<file path="config.mk">
export PLATFORM = sky130hd
export DESIGN_NAME = ysyx_22050710_mem_arbiter
export DESIGN_NICKNAME = d
export VERILOG_FILES = /design/src/rtl/ysyx_22050710_mem_arbiter_pkg.sv /design/src/rtl/ysyx_22050710_arb_pick.sv /design/src/rtl/ysyx_22050710_mem_arbiter.sv
export SDC_FILE = /design/constraint.sdc
export NUM_CORES = 1
export LEC_CHECK = 0
export ABC_AREA = 1
export CAP_MARGIN = 20
export CORE_AREA = 2 2 213 215
export DETAILED_ROUTE_END_ITERATION = 8
export DIE_AREA = 0 0 215 217
export DONT_BUFFER_PORTS = 1
export PLACE_DENSITY = 0.36
export SKIP_LAST_GASP = 1
export SYNTH_ARGS = -nofsm -noshare
export SYNTH_HDL_FRONTEND = slang
export SYNTH_SLANG_ARGS = --single-unit
</file>
<file path="constraint.sdc">
create_clock -name i_clk -period 1.2 [get_ports i_clk]
set_input_delay 0.24 -clock i_clk [delete_from_list [all_inputs] [get_ports i_clk]]
set_output_delay 0.24 -clock i_clk [all_outputs]
set_load 0.02 [all_outputs]
</file>
<file path="src/rtl/ysyx_22050710_mem_arbiter_pkg.sv">
// Shared types for the IFU/LSU memory arbiter: FSM states, owner encoding
// and default widths.
package ysyx_22050710_mem_arbiter_pkg;

    localparam int DEF_ADDR_WD      = 64;
    localparam int DEF_SRAM_DATA_WD = 64;

    typedef enum logic [1:0] {
        IDLE = 2'd0,
        REQ  = 2'd1,
        WAIT = 2'd2
    } arb_state_t;

    typedef enum logic [1:0] {
        NONE = 2'd0,
        IFU  = 2'd1,
        LSU  = 2'd2
    } arb_owner_t;

endpackage

</file>
<file path="src/rtl/ysyx_22050710_arb_pick.sv">
// Combinational winner select between the IFU and LSU requests.
// YSYX_22050710_ARB_RR_EN selects round-robin on a tie (the last winner
// yields); otherwise the LSU always wins so the pipeline drains first.
module ysyx_22050710_arb_pick
    import ysyx_22050710_mem_arbiter_pkg::*;
(
    input  logic       if_req,
    input  logic       ls_req,
    input  logic       last_lsu,
    output logic [1:0] pick
);

`ifdef YSYX_22050710_ARB_RR_EN
    // On a tie grant whichever requester did not win last time.
    always_comb begin
        pick = NONE;
        if (if_req && ls_req) begin
            pick = last_lsu ? IFU : LSU;
        end else if (ls_req) begin
            pick = LSU;
        end else if (if_req) begin
            pick = IFU;
        end
    end
`else
    // The last-winner history is meaningless under fixed priority.
    logic unused_last;
    assign unused_last = last_lsu;

    // Fixed priority: LSU over IFU.
    always_comb begin
        pick = NONE;
        if (ls_req) begin
            pick = LSU;
        end else if (if_req) begin
            pick = IFU;
        end
    end
`endif

endmodule

</file>
<file path="src/rtl/ysyx_22050710_mem_arbiter.sv">
// Two-requester arbiter for one SRAM-like port (IFU read-only, LSU read/write).
// One transaction outstanding: the winner is latched, issued in REQ until the
// memory accepts, then the response is routed back to its owner in WAIT.
// Optional macro YSYX_22050710_ARB_RR_EN enables round-robin arbitration.
module ysyx_22050710_mem_arbiter
    import ysyx_22050710_mem_arbiter_pkg::*;
#(
    parameter int ADDR_WD      = DEF_ADDR_WD,
    parameter int SRAM_DATA_WD = DEF_SRAM_DATA_WD,
    parameter int WMASK_WD     = SRAM_DATA_WD / 8
) (
    input  logic                    i_clk,
    input  logic                    i_rst,
    input  logic                    i_if_req,
    input  logic [ADDR_WD-1:0]      i_if_addr,
    output logic                    o_if_addr_ok,
    output logic                    o_if_data_ok,
    output logic [SRAM_DATA_WD-1:0] o_if_rdata,
    input  logic                    i_ls_req,
    input  logic                    i_ls_wr,
    input  logic [ADDR_WD-1:0]      i_ls_addr,
    input  logic [WMASK_WD-1:0]     i_ls_wmask,
    input  logic [SRAM_DATA_WD-1:0] i_ls_wdata,
    output logic                    o_ls_addr_ok,
    output logic                    o_ls_data_ok,
    output logic [SRAM_DATA_WD-1:0] o_ls_rdata,
    output logic                    o_sram_req,
    output logic                    o_sram_wr,
    output logic [ADDR_WD-1:0]      o_sram_addr,
    output logic [WMASK_WD-1:0]     o_sram_wmask,
    output logic [SRAM_DATA_WD-1:0] o_sram_wdata,
    input  logic                    i_sram_addr_ok,
    input  logic                    i_sram_data_ok,
    input  logic [SRAM_DATA_WD-1:0] i_sram_rdata
);

    arb_state_t              state;
    arb_owner_t              owner;
    logic                    wr_q;
    logic [ADDR_WD-1:0]      addr_q;
    logic [WMASK_WD-1:0]     wmask_q;
    logic [SRAM_DATA_WD-1:0] wdata_q;

    logic                    last_lsu;
    logic [1:0]              pick_raw;
    arb_owner_t              pick;

    logic                    nxt_wr;
    logic [ADDR_WD-1:0]      nxt_addr;
    logic [WMASK_WD-1:0]     nxt_wmask;
    logic [SRAM_DATA_WD-1:0] nxt_wdata;

    logic                    in_req;
    logic                    addr_hs;
    logic                    data_hs;
    logic                    latch_en;

    ysyx_22050710_arb_pick u_pick (
        .if_req   (i_if_req),
        .ls_req   (i_ls_req),
        .last_lsu (last_lsu),
        .pick     (pick_raw)
    );

    assign pick = arb_owner_t'(pick_raw);

    // Handshakes only count in the state that expects them.
    assign in_req   = (state == REQ);
    assign addr_hs  = in_req && i_sram_addr_ok;
    assign data_hs  = (state == WAIT) && i_sram_data_ok;
    // A new transaction can be taken from IDLE or right as the current one ends.
    assign latch_en = (pick != NONE) && ((state == IDLE) || data_hs);

    // Payload of the winning requester; IFU fetches are plain reads.
    always_comb begin
        nxt_wr    = 1'b0;
        nxt_addr  = i_if_addr;
        nxt_wmask = '0;
        nxt_wdata = '0;
        if (pick == LSU) begin
            nxt_wr    = i_ls_wr;
            nxt_addr  = i_ls_addr;
            nxt_wmask = i_ls_wr ? i_ls_wmask : '0;
            nxt_wdata = i_ls_wr ? i_ls_wdata : '0;
        end
    end

    // Transaction FSM: state and owner of the outstanding request.
    always_ff @(posedge i_clk or negedge i_rst) begin
        if (!i_rst) begin
            state <= IDLE;
            owner <= NONE;
        end else begin
            case (state)
                IDLE: begin
                    if (latch_en) begin
                        state <= REQ;
                        owner <= pick;
                    end
                end
                REQ: begin
                    if (i_sram_addr_ok) begin
                        state <= WAIT;
                    end
                end
                WAIT: begin
                    if (i_sram_data_ok) begin
                        if (latch_en) begin
                            state <= REQ;
                            owner <= pick;
                        end else begin
                            state <= IDLE;
                            owner <= NONE;
                        end
                    end
                end
                default: begin
                    state <= IDLE;
                    owner <= NONE;
                end
            endcase
        end
    end

    // Hold the accepted payload stable for as long as REQ lasts.
    always_ff @(posedge i_clk or negedge i_rst) begin
        if (!i_rst) begin
            wr_q    <= 1'b0;
            addr_q  <= '0;
            wmask_q <= '0;
            wdata_q <= '0;
        end else if (latch_en) begin
            wr_q    <= nxt_wr;
            addr_q  <= nxt_addr;
            wmask_q <= nxt_wmask;
            wdata_q <= nxt_wdata;
        end
    end

`ifdef YSYX_22050710_ARB_RR_EN
    // Remember who won last so a tie goes the other way next time.
    always_ff @(posedge i_clk or negedge i_rst) begin
        if (!i_rst) begin
            last_lsu <= 1'b0;
        end else if (latch_en) begin
            last_lsu <= (pick == LSU);
        end
    end
`else
    assign last_lsu = 1'b0;
`endif

    assign o_sram_req   = in_req;
    assign o_sram_wr    = in_req & wr_q;
    assign o_sram_addr  = in_req ? addr_q  : '0;
    assign o_sram_wmask = in_req ? wmask_q : '0;
    assign o_sram_wdata = in_req ? wdata_q : '0;

    assign o_if_addr_ok = addr_hs && (owner == IFU);
    assign o_ls_addr_ok = addr_hs && (owner == LSU);
    assign o_if_data_ok = data_hs && (owner == IFU);
    assign o_ls_data_ok = data_hs && (owner == LSU);

    // Store completions carry no data back.
    assign o_if_rdata = o_if_data_ok ? i_sram_rdata : '0;
    assign o_ls_rdata = (o_ls_data_ok && !wr_q) ? i_sram_rdata : '0;

endmodule

</file>
Word level (Yosys, flattened, before mapping) --
Cells that the tools add are included.
Cells by class: bitwise gates (word level) 2, muxes and demuxes 22, reduce and logical (&&, ||, !) cells 14, equal/unequal tests 8
Operators by type and width (count):
- two-way mux 64 bit | 7
- two-way mux 8 bit | 3
- two-way mux 2 bit | 7
- one-hot mux 2 bit (3 select lines) | 2
- logical AND 1 bit | 8
- == test 2 bit, second input constant | 3
- inequality test 2 bit, second input constant | 3
- AND reduction 3 bit | 2
- == test 2 x 1 -> 1 bit, second input constant | 2
- two-way mux 1 bit | 3
- zero test 2 bit | 1
- nonzero test 2 bit | 1
- bitwise AND 1 bit | 1
- zero test 1 bit | 1
- logical OR 1 bit | 1
- inverter 1 bit | 1
Word-level totals: input bits 271, word-level logic and storage cells 52, flip-flop bits (word level) 141, output and inout bits 270

Longest topological paths before layout --
word-level depth 7, depth in mapped cells 7, mapped depth without buffers 5

Hierarchy --
Synthesis repeated with hierarchy kept, for this count alone.
Second synthesis, totals: cell total of the unflattened synthesis 1338, area, all modules 8318.0 sq um
Modules (own cells, without submodules):
- ysyx_22050710_mem_arbiter | sequential area each 3528.4 sq um, instances 1, cells each 1335, area an instance 8300.5 sq um
- ysyx_22050710_arb_pick | sequential area each 0.0 sq um, instances 1, cells each 3, area an instance 17.5 sq um

Worst setup path after synthesis --
Ideal clock, no wire load.
path type register to output, start reg state[0], end out o_if_rdata[10], stages on the path, launching flop included 7, data arrival time 1516 ps, required time 960 ps, buffers on the path 1, slack -556 ps, cells stage by stage dfrtp_1 -> inv_1 -> nand3_1 -> nor2_1 -> inv_2 -> buf_2 -> nor2_1
Between the ends: word-level cells in the longest chain between the ends 4
RTL lines:
- start: declaration | RTL line ysyx_22050710_mem_arbiter.sv:37 | arb_state_t state;
- start signal: assignment | RTL line ysyx_22050710_mem_arbiter.sv:91 | state <= IDLE;
- start signal: assignment | RTL line ysyx_22050710_mem_arbiter.sv:97 | state <= REQ;
- start signal: assignment | RTL line ysyx_22050710_mem_arbiter.sv:103 | state <= WAIT;
- == test 2 bit | RTL line ysyx_22050710_mem_arbiter.sv:70 | assign data_hs = (state == WAIT) && i_sram_data_ok;
- logical AND 1 bit | RTL line ysyx_22050710_mem_arbiter.sv:70
- logical AND 1 bit | RTL line ysyx_22050710_mem_arbiter.sv:161 | assign o_if_data_ok = data_hs && (owner == IFU);
- via o_if_data_ok | RTL line ysyx_22050710_mem_arbiter.sv:17 | output logic o_if_data_ok,
- two-way mux 64 bit | RTL line ysyx_22050710_mem_arbiter.sv:165 | assign o_if_rdata = o_if_data_ok ? i_sram_rdata : '0;
- end: declaration | RTL line ysyx_22050710_mem_arbiter.sv:18 | output logic [SRAM_DATA_WD-1:0] o_if_rdata,
The timed path passes the listed nets, and every way through them passes these cells.

Worst setup path after layout --
start reg state[0], end out o_ls_rdata[56]
Between the ends: word-level cells in the longest chain between the ends 5
RTL lines:
- == test 2 bit | RTL line ysyx_22050710_mem_arbiter.sv:70
- logical AND 1 bit | RTL line ysyx_22050710_mem_arbiter.sv:70
- logical AND 1 bit | RTL line ysyx_22050710_mem_arbiter.sv:162 | assign o_ls_data_ok = data_hs && (owner == LSU);
- logical AND 1 bit | RTL line ysyx_22050710_mem_arbiter.sv:166 | assign o_ls_rdata = (o_ls_data_ok && !wr_q) ? i_sram_rdata : '0;
- two-way mux 64 bit | RTL line ysyx_22050710_mem_arbiter.sv:166
- end: declaration | RTL line ysyx_22050710_mem_arbiter.sv:26 | output logic [SRAM_DATA_WD-1:0] o_ls_rdata,
Every way passes these cells.

==> flow_summary.ini <==
[clocking]
path_clk_slew_ns = 0.07
cts_tree = done
clock-sinks = 141
cts_root_buf = clkbuf_16
cts_made_buffers = 17
hold_buffers = 81
clk_latency_ns = 0.45
cts_buffer_depth = 2
cts.htree.levels = 4

[synth]
synthCells = 1331
synth_seq_cells = 141
synth_fp_nets = 1602
synth-warning-count = 0
avgSynthCellArea_sq_um = 6.217
synth_cell_type_count = 13
seq_area_frac_synth = 0.4264
syn-cell-area_sq_um = 8275

[timing]
finalHoldViolations = 141
rsz0062_at_grt = yes
layout_setup_ws_ns = -0.8592
holdWs_ns = -0.5088
skew_ns = 0.01106
relSlewSlack = 0.5945
setup_viol = 410
fmax_ghz = 0.4856
max_slew.worst_pin.slew_ns = 0.6082
fin_crit_ns = 2.059
slew_violations = 0
finalCritPeriodShare = 1.716

[drt]
vias = 8803
ant_nets = 0
viasPerCell = 4.146
wire_per_inst_microns = 19.27
remaining_drc_errors = 0
drt_wl_total_microns = 40910
firstDrtPassIters = 5
drt_iter0_markers = 410

[worst_setup_path]
critPathTopFamily = buffers and inverters
critPathMaxFanout = 16
start_kind = register
end_kind = output port
cp.depth = 7
critPathMaxStageDelay_ns = 0.39
critPathKind = register to output port
critPathBufInv = 4
cp_cell_sequence = inv_2 -> nand3_4 -> nand3b_1 -> buf_6 -> buf_16 -> nor2_1 -> buf_4
worstRegToRegCells = 8
crit_path_top_delay_cell = dfrtp_1
crit_arrival_ns = 1.82
cp.required_ns = 0.96

[pwr]
leakagePower_uw = 0.006782
clkPwrFrac = 0.177
power_switching_uw = 15020
swShare = 0.4617
power.density_nw_per_um2 = 2298
p_int_uw = 17510
irDropWorstVdd_uv = 1163
pwr-share-comb = 0.585
seqPwrFrac = 0.238
total_power_uw = 32530

[die]
placementRows = 78
die_y_microns = 217
die-area_sq_um = 46660
initial_core_util = 0.1851
coreArea_sq_um = 44700
die_x_microns = 215
io_pins = 541

[flow_run]
maxCapViolations = 0

[placement]
portBuffers = 0
dp_hpwl_microns = 27740
place.gp.congestion = 0.8092
post-place-ws_ns = -0.3954

[final_layout]
drive_gt1_frac = 0.2998
areaGrowthSynthToFinish_pct = 71.06
n_fill_cell = 4816
multi_input_area_sq_um = 5408
fin_nets = 1780
regArea_sq_um = 3528
postLayoutCoreUtil = 0.3167

[global_route]
first_global_vias = 8919
track_usage = 0.1628
antenna_found_initial = 4
grt_overflow_total = 0
grt_max_degree = 142
grt_first_pass_wirelength_microns = 56900

[status]
status = finished, violations left
violations = negative hold slack, negative setup slack

[hold_path]
hold_path_class = input pin to async pin
-- final cells by class --
cell class / instances / share of cell area
clock inverter: 12 / 0.01202
inverter: 210 / 0.05621
multi-input combinational: 896 / 0.3820
tap: 600 / 0.05303
sequential: 141 / 0.2492
clock buffer: 19 / 0.03129
timing repair buffer: 243 / 0.2158
antenna: 2 / 0.0003535
-- cells in the final DEF (no fill, tap or decap), types with 2 or more instances in the layout --
master,count
buf_12,25
buf_16,13
buf_4,74
buf_6,30
buf_8,4
bufbuf_16,4
bufinv_16,4
clkbuf_16,29
clkinv_2,5
clkinv_4,2
dfrtp_1,141
diode_2,2
dlygate4sd3_1,80
inv_1,203
inv_2,6
nand2_1,474
nand2_4,2
nand2_8,3
nand3_1,137
nand3_2,3
nor2_1,26
nor2_2,20
nor2_4,224
nor3_4,2
-- power by group through the flow --
stage	sequential (uW)	clock [uW]	combinational [uW]
floorplan	7580	0	11800
global placement	7770	0	15500
detailed placement	7800	0	15500
CTS	7750	6000	17100
global route	7990	6150	20500
finish	7750	5750	19000
-- cell families (layout without fill, tap and decap cells) --
| group | after synthesis | in the layout | synth area share |
|---|---|---|---|
| AOI/OAI and AO/OA | 2 | 2 | 0.001663 |
| buffers and inverters | 296 | 484 | 0.1453 |
| DFF | 141 | 141 | 0.4264 |
| other | 0 | 2 | 0 |
| and+or+nand+nor | 892 | 894 | 0.4267 |
-- sequential cells by signal, summed over array words and instances (netlist names) --
register	flops
addr_q	64
state	2
wdata_q	64
wr_q	1
wmask_q	8
owner	2
-- cells in the mapped netlist (all sizes together) --
| master | n | area, sq um |
|---|---|---|
| dfrtp | 141 | 3528 |
| nand3 | 141 | 705.7 |
| clkbuf | 15 | 56.30 |
| buf | 71 | 357.8 |
| nor2 | 270 | 1013 |
| o21ai | 1 | 5.000 |
| nor3 | 2 | 10.01 |
| inv | 210 | 788.3 |
| nand2 | 478 | 1794 |
| nand3b | 1 | 7.510 |
| a21oi | 1 | 8.760 |
-- through the flow --
step	instance area (sq um)	setup TNS (ns)	std cells	hold WS, ns
finish	14160	-243.66	2123	-0.5088
CTS	13380	-263.01	2096	-0.5554
floorplan	10090	-60.64	1331	-0.05559
detailed placement	11390	-109.33	1963	-0.04927
global placement	11390	-108.05	1963	-0.05006
global route	14160	-282.63	2123	-0.5439
-- what timing repair did --
action                                  in CTS  in global routing
gates cloned                                11                 19
endpoints found under the hold margin      224                141
endpoints found under the setup margin     410                410
setup buffers                               10                  7
pin swaps                                   27                 13
gates resized for setup                     39                 92
-- layer usage --
metal	vias to the layer above	track usage	share of wire
met5	-	0	0.00032
met1	4150	0.1791	0.39
met3	39	0.04486	0.060
met2	357	0.2960	0.52
li1	4255	-	-
met4	2	0.06598	0.027
-- worst paths after layout --
| check | start | to | slack, ns |
|---|---|---|---|
| min in group i_clk | i_ls_wdata[7] | wdata_q[7] | 0 |
| min | i_rst | addr_q[37] | -0.51 |
| max | state[0] | o_ls_rdata[56] | -0.86 |
| max in group asynchronous | i_rst | wdata_q[50] | 1.45 |
| min reg2reg | wdata_q[0] | wdata_q[0] | 0.47 |
| max reg2reg | state[1] | addr_q[45] | -0.39 |
Power figures use the tool's default switching activity.
